[config.mk]
export PLATFORM = sky130hd
export DESIGN_NAME = param_register_file
export DESIGN_NICKNAME = d
export VERILOG_FILES = /design/src/rtl/param_register_file_pkg.sv /design/src/rtl/param_register_file_rf_ram.sv /design/src/rtl/param_register_file.sv
export SDC_FILE = /design/constraint.sdc
export NUM_CORES = 1
export LEC_CHECK = 0
export BUFFER_PORTS_ARGS = -buffer_cell sky130_fd_sc_hd__buf_2
export CAP_MARGIN = 20
export CORE_MARGIN = 5
export CORE_UTILIZATION = 40
export CTS_CLUSTER_DIAMETER = 80
export CTS_CLUSTER_SIZE = 24
export DETAILED_ROUTE_END_ITERATION = 10
export PLACE_DENSITY_LB_ADDON = 0.3
export SLEW_MARGIN = 20
export SYNTH_ARGS = -nofsm -noshare
export SYNTH_HDL_FRONTEND = slang
export SYNTH_SLANG_ARGS = --single-unit
[constraint.sdc]
create_clock -name CLK -period 3.5 [get_ports CLK]
set_clock_uncertainty 0.15 [all_clocks]
set_input_delay 0.7 -clock CLK [delete_from_list [all_inputs] [get_ports CLK]]
set_output_delay 0.7 -clock CLK [all_outputs]
set_load 0.03 [all_outputs]
[src/rtl/param_register_file_pkg.sv]
// Shared CPU register-file package: default widths and the
// clear/run state encoding used by param_register_file.
package param_register_file_pkg;

    localparam int RF_DATA_W = 16;
    localparam int RF_ADDR_W = 3;

    typedef enum logic {
        CLEAR = 1'b0,
        RUN   = 1'b1
    } rf_state_e;

endpackage

[src/rtl/param_register_file_rf_ram.sv]
// rf_ram: synchronous array, one write port, two registered
// read ports (old contents on same-address write), no reset.
// Ports: CLK, we/waddr/wdata write, raddr_a/raddr_b -> rdata_a/rdata_b.
module rf_ram #(
    parameter int DATA_W = 16,
    parameter int ADDR_W = 3
) (
    input  logic              CLK,
    input  logic              we,
    input  logic [ADDR_W-1:0] waddr,
    input  logic [DATA_W-1:0] wdata,
    input  logic [ADDR_W-1:0] raddr_a,
    input  logic [ADDR_W-1:0] raddr_b,
    output logic [DATA_W-1:0] rdata_a,
    output logic [DATA_W-1:0] rdata_b
);

    logic [DATA_W-1:0] mem [2**ADDR_W];

    always_ff @(posedge CLK) begin
        if (we) mem[waddr] <= wdata;
        rdata_a <= mem[raddr_a];
        rdata_b <= mem[raddr_b];
    end

endmodule

[src/rtl/param_register_file.sv]
// param_register_file: 2R/1W register file with post-reset clear sweep,
// optional hardwired r0 (ZERO_REG0) and optional write-to-read
// forwarding (define RF_BYPASS_EN).
// Ports: CLK, reset (sync, active-high), RFwrite/regW/dataW write,
// regA/regB -> dataA/dataB (1-cycle latency), ready after sweep.
module param_register_file
    import param_register_file_pkg::*;
#(
    parameter int DATA_W    = RF_DATA_W,
    parameter int ADDR_W    = RF_ADDR_W,
    parameter int ZERO_REG0 = 0
) (
    input  logic              CLK,
    input  logic              reset,
    input  logic              RFwrite,
    input  logic [ADDR_W-1:0] regA,
    input  logic [ADDR_W-1:0] regB,
    input  logic [ADDR_W-1:0] regW,
    input  logic [DATA_W-1:0] dataW,
    output logic [DATA_W-1:0] dataA,
    output logic [DATA_W-1:0] dataB,
    output logic              ready
);

    localparam int DEPTH = 2**ADDR_W;
    localparam logic [ADDR_W-1:0] LAST = ADDR_W'(DEPTH - 1);
    localparam bit ZR0 = (ZERO_REG0 != 0);
`ifdef RF_BYPASS_EN
    localparam bit BYPASS = 1'b1;
`else
    localparam bit BYPASS = 1'b0;
`endif

    rf_state_e         state_q, state_d;
    logic [ADDR_W-1:0] clr_ptr_q, clr_ptr_d;
    logic              ready_d;

    // Output select flags, registered alongside the RAM read so the
    // final mux is driven by flops only.
    logic              zero_a_q, zero_a_d;
    logic              zero_b_q, zero_b_d;
    logic              byp_a_q, byp_a_d;
    logic              byp_b_q, byp_b_d;
    logic [DATA_W-1:0] byp_data_q;

    logic              we;
    logic [ADDR_W-1:0] waddr;
    logic [DATA_W-1:0] wdata;
    logic [DATA_W-1:0] ram_a, ram_b;

    always_ff @(posedge CLK) begin
        if (reset) begin
            state_q   <= CLEAR;
            clr_ptr_q <= '0;
            ready     <= 1'b0;
            zero_a_q  <= 1'b1;
            zero_b_q  <= 1'b1;
            byp_a_q   <= 1'b0;
            byp_b_q   <= 1'b0;
        end else begin
            state_q   <= state_d;
            clr_ptr_q <= clr_ptr_d;
            ready     <= ready_d;
            zero_a_q  <= zero_a_d;
            zero_b_q  <= zero_b_d;
            byp_a_q   <= byp_a_d;
            byp_b_q   <= byp_b_d;
        end
        byp_data_q <= dataW;
    end

    always_comb begin
        state_d   = state_q;
        clr_ptr_d = clr_ptr_q;
        ready_d   = ready;
        zero_a_d  = 1'b1;
        zero_b_d  = 1'b1;
        byp_a_d   = 1'b0;
        byp_b_d   = 1'b0;
        we        = 1'b0;
        waddr     = regW;
        wdata     = dataW;
        if (!reset) begin
            unique case (state_q)
                CLEAR: begin
                    we        = 1'b1;
                    waddr     = clr_ptr_q;
                    wdata     = '0;
                    clr_ptr_d = clr_ptr_q + 1'b1;
                    if (clr_ptr_q == LAST) begin
                        state_d = RUN;
                        ready_d = 1'b1;
                    end
                end
                RUN: begin
                    we       = RFwrite && !(ZR0 && regW == '0);
                    zero_a_d = ZR0 && regA == '0;
                    zero_b_d = ZR0 && regB == '0;
                    byp_a_d  = BYPASS && RFwrite && regW == regA;
                    byp_b_d  = BYPASS && RFwrite && regW == regB;
                end
            endcase
        end
    end

    rf_ram #(
        .DATA_W (DATA_W),
        .ADDR_W (ADDR_W)
    ) u_ram (
        .CLK     (CLK),
        .we      (we),
        .waddr   (waddr),
        .wdata   (wdata),
        .raddr_a (regA),
        .raddr_b (regB),
        .rdata_a (ram_a),
        .rdata_b (ram_b)
    );

    // Zero wins over forwarding, forwarding over the array.
    assign dataA = zero_a_q ? '0 : (byp_a_q ? byp_data_q : ram_a);
    assign dataB = zero_b_q ? '0 : (byp_b_q ? byp_data_q : ram_b);

endmodule

==> results.yml <==
clocking:
  cts_made_buffers: 17
  clock-sinks: 166
  post_cts.resized_instances: 0
  worstSkewPairLatency_ns: 0.42
  clockBufferDepth: 2
  tritoncts_clock_tree: "built"
  cts.root.buffer_cell: "clkbuf_16"
  cts_hold_buffers: 0
  htree_num_levels: 4
  worst_setup_hold_path_clk_slew_ns: 0.06
  postCtsSetupRepairBufs: 0
timing:
  fin_tns_setup_ns: 0
  report.final.slew_viol_count: 0
  period_needed_ns: 2.31
  finalSetupViolCount: 0
  worst-slew-pin-transition_ns: 0.819
  final_min_period_over_clock_period_pct: 66.1
  fin_hold_ws_ns: 0.319
  max_clock_freq_ghz: 0.432
  final_hold_violation_count: 0
  grt_setup_unrepaired: "false"
  normalized_max_slew_margin_pct: 45.4
logic_synthesis:
  synth_enable_flop_cells: 128
  yosysUniqueCellTypes: 27
  synth_top_flop_cell: "edfxtp_1"
  synth_top_area_share_pct: 52.6
  post_synth_inst_count: 375
  yosysSeqAreaShare_pct: 63.0
  largest_family_of_logic_cells_by_synthesized_area: "multiplexers"
  yosys-top-cells-count: "edfxtp_1 (128), mux4_1 (56), dfxtp_1 (38)"
  yosysTopAreaCell: "edfxtp_1"
  yosys_warnings: 0
  synthesis.nets: 405
  synth.cell_area_mm2: 0.00731
  synthTopCellsByArea: "edfxtp_1 (53%), mux4_1 (20%), dfxtp_1 (10%)"
  synth.mux.area_fraction_pct: 27.8
  avgSynthCellArea_um2: 19.5
  synth_compound_gate_area_share_pct: 0.770
  post_synth_fa_ha_maj_area_fraction_pct: 0.342
  postSynth.asyncResetShare_pct: 0
  synth-seq-cells: 166
  post_synth_and_or_nand_nor_area_fraction_pct: 5.79
  synth_xor_area_share_pct: 0
  synthMostInstantiatedCell: "edfxtp_1"
power:
  pwr-share-seq_pct: 53.1
  power.net_switching_w: 0.000890
  static-leakage-power_nw: 3.06
  clockPowerShare_pct: 39.7
  vdd_ir_drop_max_v: 0.000351
  pwr-share-comb_pct: 7.1
  totalPowerFinal_w: 0.00421
  netSwitchingFraction_pct: 21.1
  cellPowerDensity_mw_per_mm2: 504
  power.internal_w: 0.00332
min_path:
  worstHoldPathType: "reg -> reg"
floorplan:
  die_width_um: 145
  std_cell_rows: 49
  io_pins: 61
  fp.coreArea_mm2: 0.0180
  floorplan.die.height_um: 145
  initial_core_util_pct: 40.7
  die_area_mm2: 0.0211
route:
  dr.pass1.iters: 4
  antenna_left: 0
  dr_total_vias: 3644
  initialDrtViolationCount: 251
  drc: 0
  routed_vias_inst: 5.34
  post_drt_wl_per_cell_um: 21.2
  postRouteWirelength_um: 14400
worst_setup_path:
  arrival_ns: 1.46
  cp_max_fo: 30
  cp_data_required_time_ns: 2.65
  criticalPathCategory: "reg -> out"
  capturing_element_type_of_the_critical_path: "output pin"
  start_kind: "flip-flop"
place:
  io_buffers: 60
  placedCellCount: 650
  dp_hpwl_um: 8320
  gp_routability_congestion: 0.740
final_layout:
  num_antenna_cells: 0
  filler_cell_count: 1522
  area.growth.synth_to_final_pct: 14.3
  post_layout_nonfiller_instances: 682
  finish.net_count: 470
  layout_cell_share_with_drive_strength_beyond_1_pct: 31.3
status:
  run_status: "finished, final reports clean"
grt:
  grt_pass1_vias: 3837
  grt_first_pass_wirelength_um: 21900
  grt_antenna_before_repair: 0
  overflow_after_grt: 0
  grt_max_degree: 33
  grtUsageTotal_pct: 13.8
job:
  max_cap_viol_count: 0
==> metrics by stage <==
stage / cell area (um2) / utilization, % / setup slack [ns]
after CTS: 8350 / 46.5 / 1.12
final: 8350 / 46.5 / 1.19
after floorplan: 7310 / - / 0.853
after global placement: 7820 / 43.5 / 0.984
after detailed placement: 7820 / 43.5 / 0.945
after global routing: 8350 / 46.5 / 1.07
==> power groups by stage <==
| stage | Clock [W] | Combinational [W] | Sequential (W) |
|---|---|---|---|
| final | 0.00167 | 0.000300 | 0.00224 |
| after CTS | 0.00171 | 0.000307 | 0.00224 |
| after floorplan | 0 | 0.000228 | 0.00227 |
| after global routing | 0.00179 | 0.000325 | 0.00225 |
| after global placement | 0 | 0.000300 | 0.00228 |
| after detailed placement | 0 | 0.000306 | 0.00228 |
==> placed cells by master (no fill, tap or decap), drive strengths merged, types with 2 or more instances in the layout <==
| cell | instances |
|---|---|
| nor2 | 11 |
| dfxtp | 38 |
| edfxtp | 128 |
| mux2 | 32 |
| nor2b | 34 |
| ha | 2 |
| buf | 71 |
| and2 | 16 |
| nand2 | 2 |
| clkbuf | 23 |
| mux2i | 2 |
| nand2b | 2 |
| clkinvlp | 3 |
| clkinv | 6 |
| a21oi | 2 |
| a21o | 2 |
| inv | 3 |
| or2 | 2 |
| nor4b | 2 |
| a31oi | 3 |
| mux4 | 64 |
==> registers in the layout, indices dropped and copies added, names as in the netlist <==
name           flops
u_ram.mem        128
u_ram.rdata_a     16
u_ram.rdata_b     16
clr_ptr_q          3
ready              1
state_q            1
zero_b_q           1
==> cell families (layout without fill, tap and decap cells) <==
family / after synthesis / count (layout)
DFF: 166 / 166
muxes: 98 / 98
and+or+nand+nor: 72 / 72
buffers and inverters: 28 / 106
AOI/OAI and AO/OA: 9 / 9
adders and majority gates: 2 / 2
==> final timing paths <==
kind | start | endpoint | slack, ns | depth (start not counted)
worst min register to register | ready$_SDFFE_PP0P_ | ready$_SDFFE_PP0P_ | 0.32 | 2
worst max-delay path | zero_b_q$_SDFF_PP1_ | dataB[14] | 1.19 | 3
worst max register to register | state_q$_SDFF_PP0_ | u_ram.mem[6][4]$_DFFE_PP_ | 1.37 | 4
worst min-delay path | ready$_SDFFE_PP0P_ | ready$_SDFFE_PP0P_ | 0.32 | 2
==> critical path, cell delays in order (launching register included) <==
cell	delay, ns
dfxtp_1	0.35
buf_4	0.36
nor2b_1	0.13
buf_2	0.20
==> area by class of cell <==
class	instances	area (um2)	share of cell area, %
Timing Repair Buffer	71	383	4.58
Multi-Input combinational cell	181	2540	30.4
Tap cell	229	287	3.43
Clock buffer	23	478	5.72
Clock inverter	9	52.6	0.629
Sequential cell	166	4600	55.1
Inverter	3	11.3	0.135
==> routing by layer <==
layer | part of all wire [%] | global-route usage, % | vias up
met5 | 0 | 0 | -
met4 | 1.4 | 4.80 | 0
met3 | 5.2 | 4.12 | 16
met2 | 52 | 23.7 | 91
met1 | 41 | 16.7 | 1855
li1 | - | - | 1682
No activity file was read; power rests on OpenSTA's default activity.
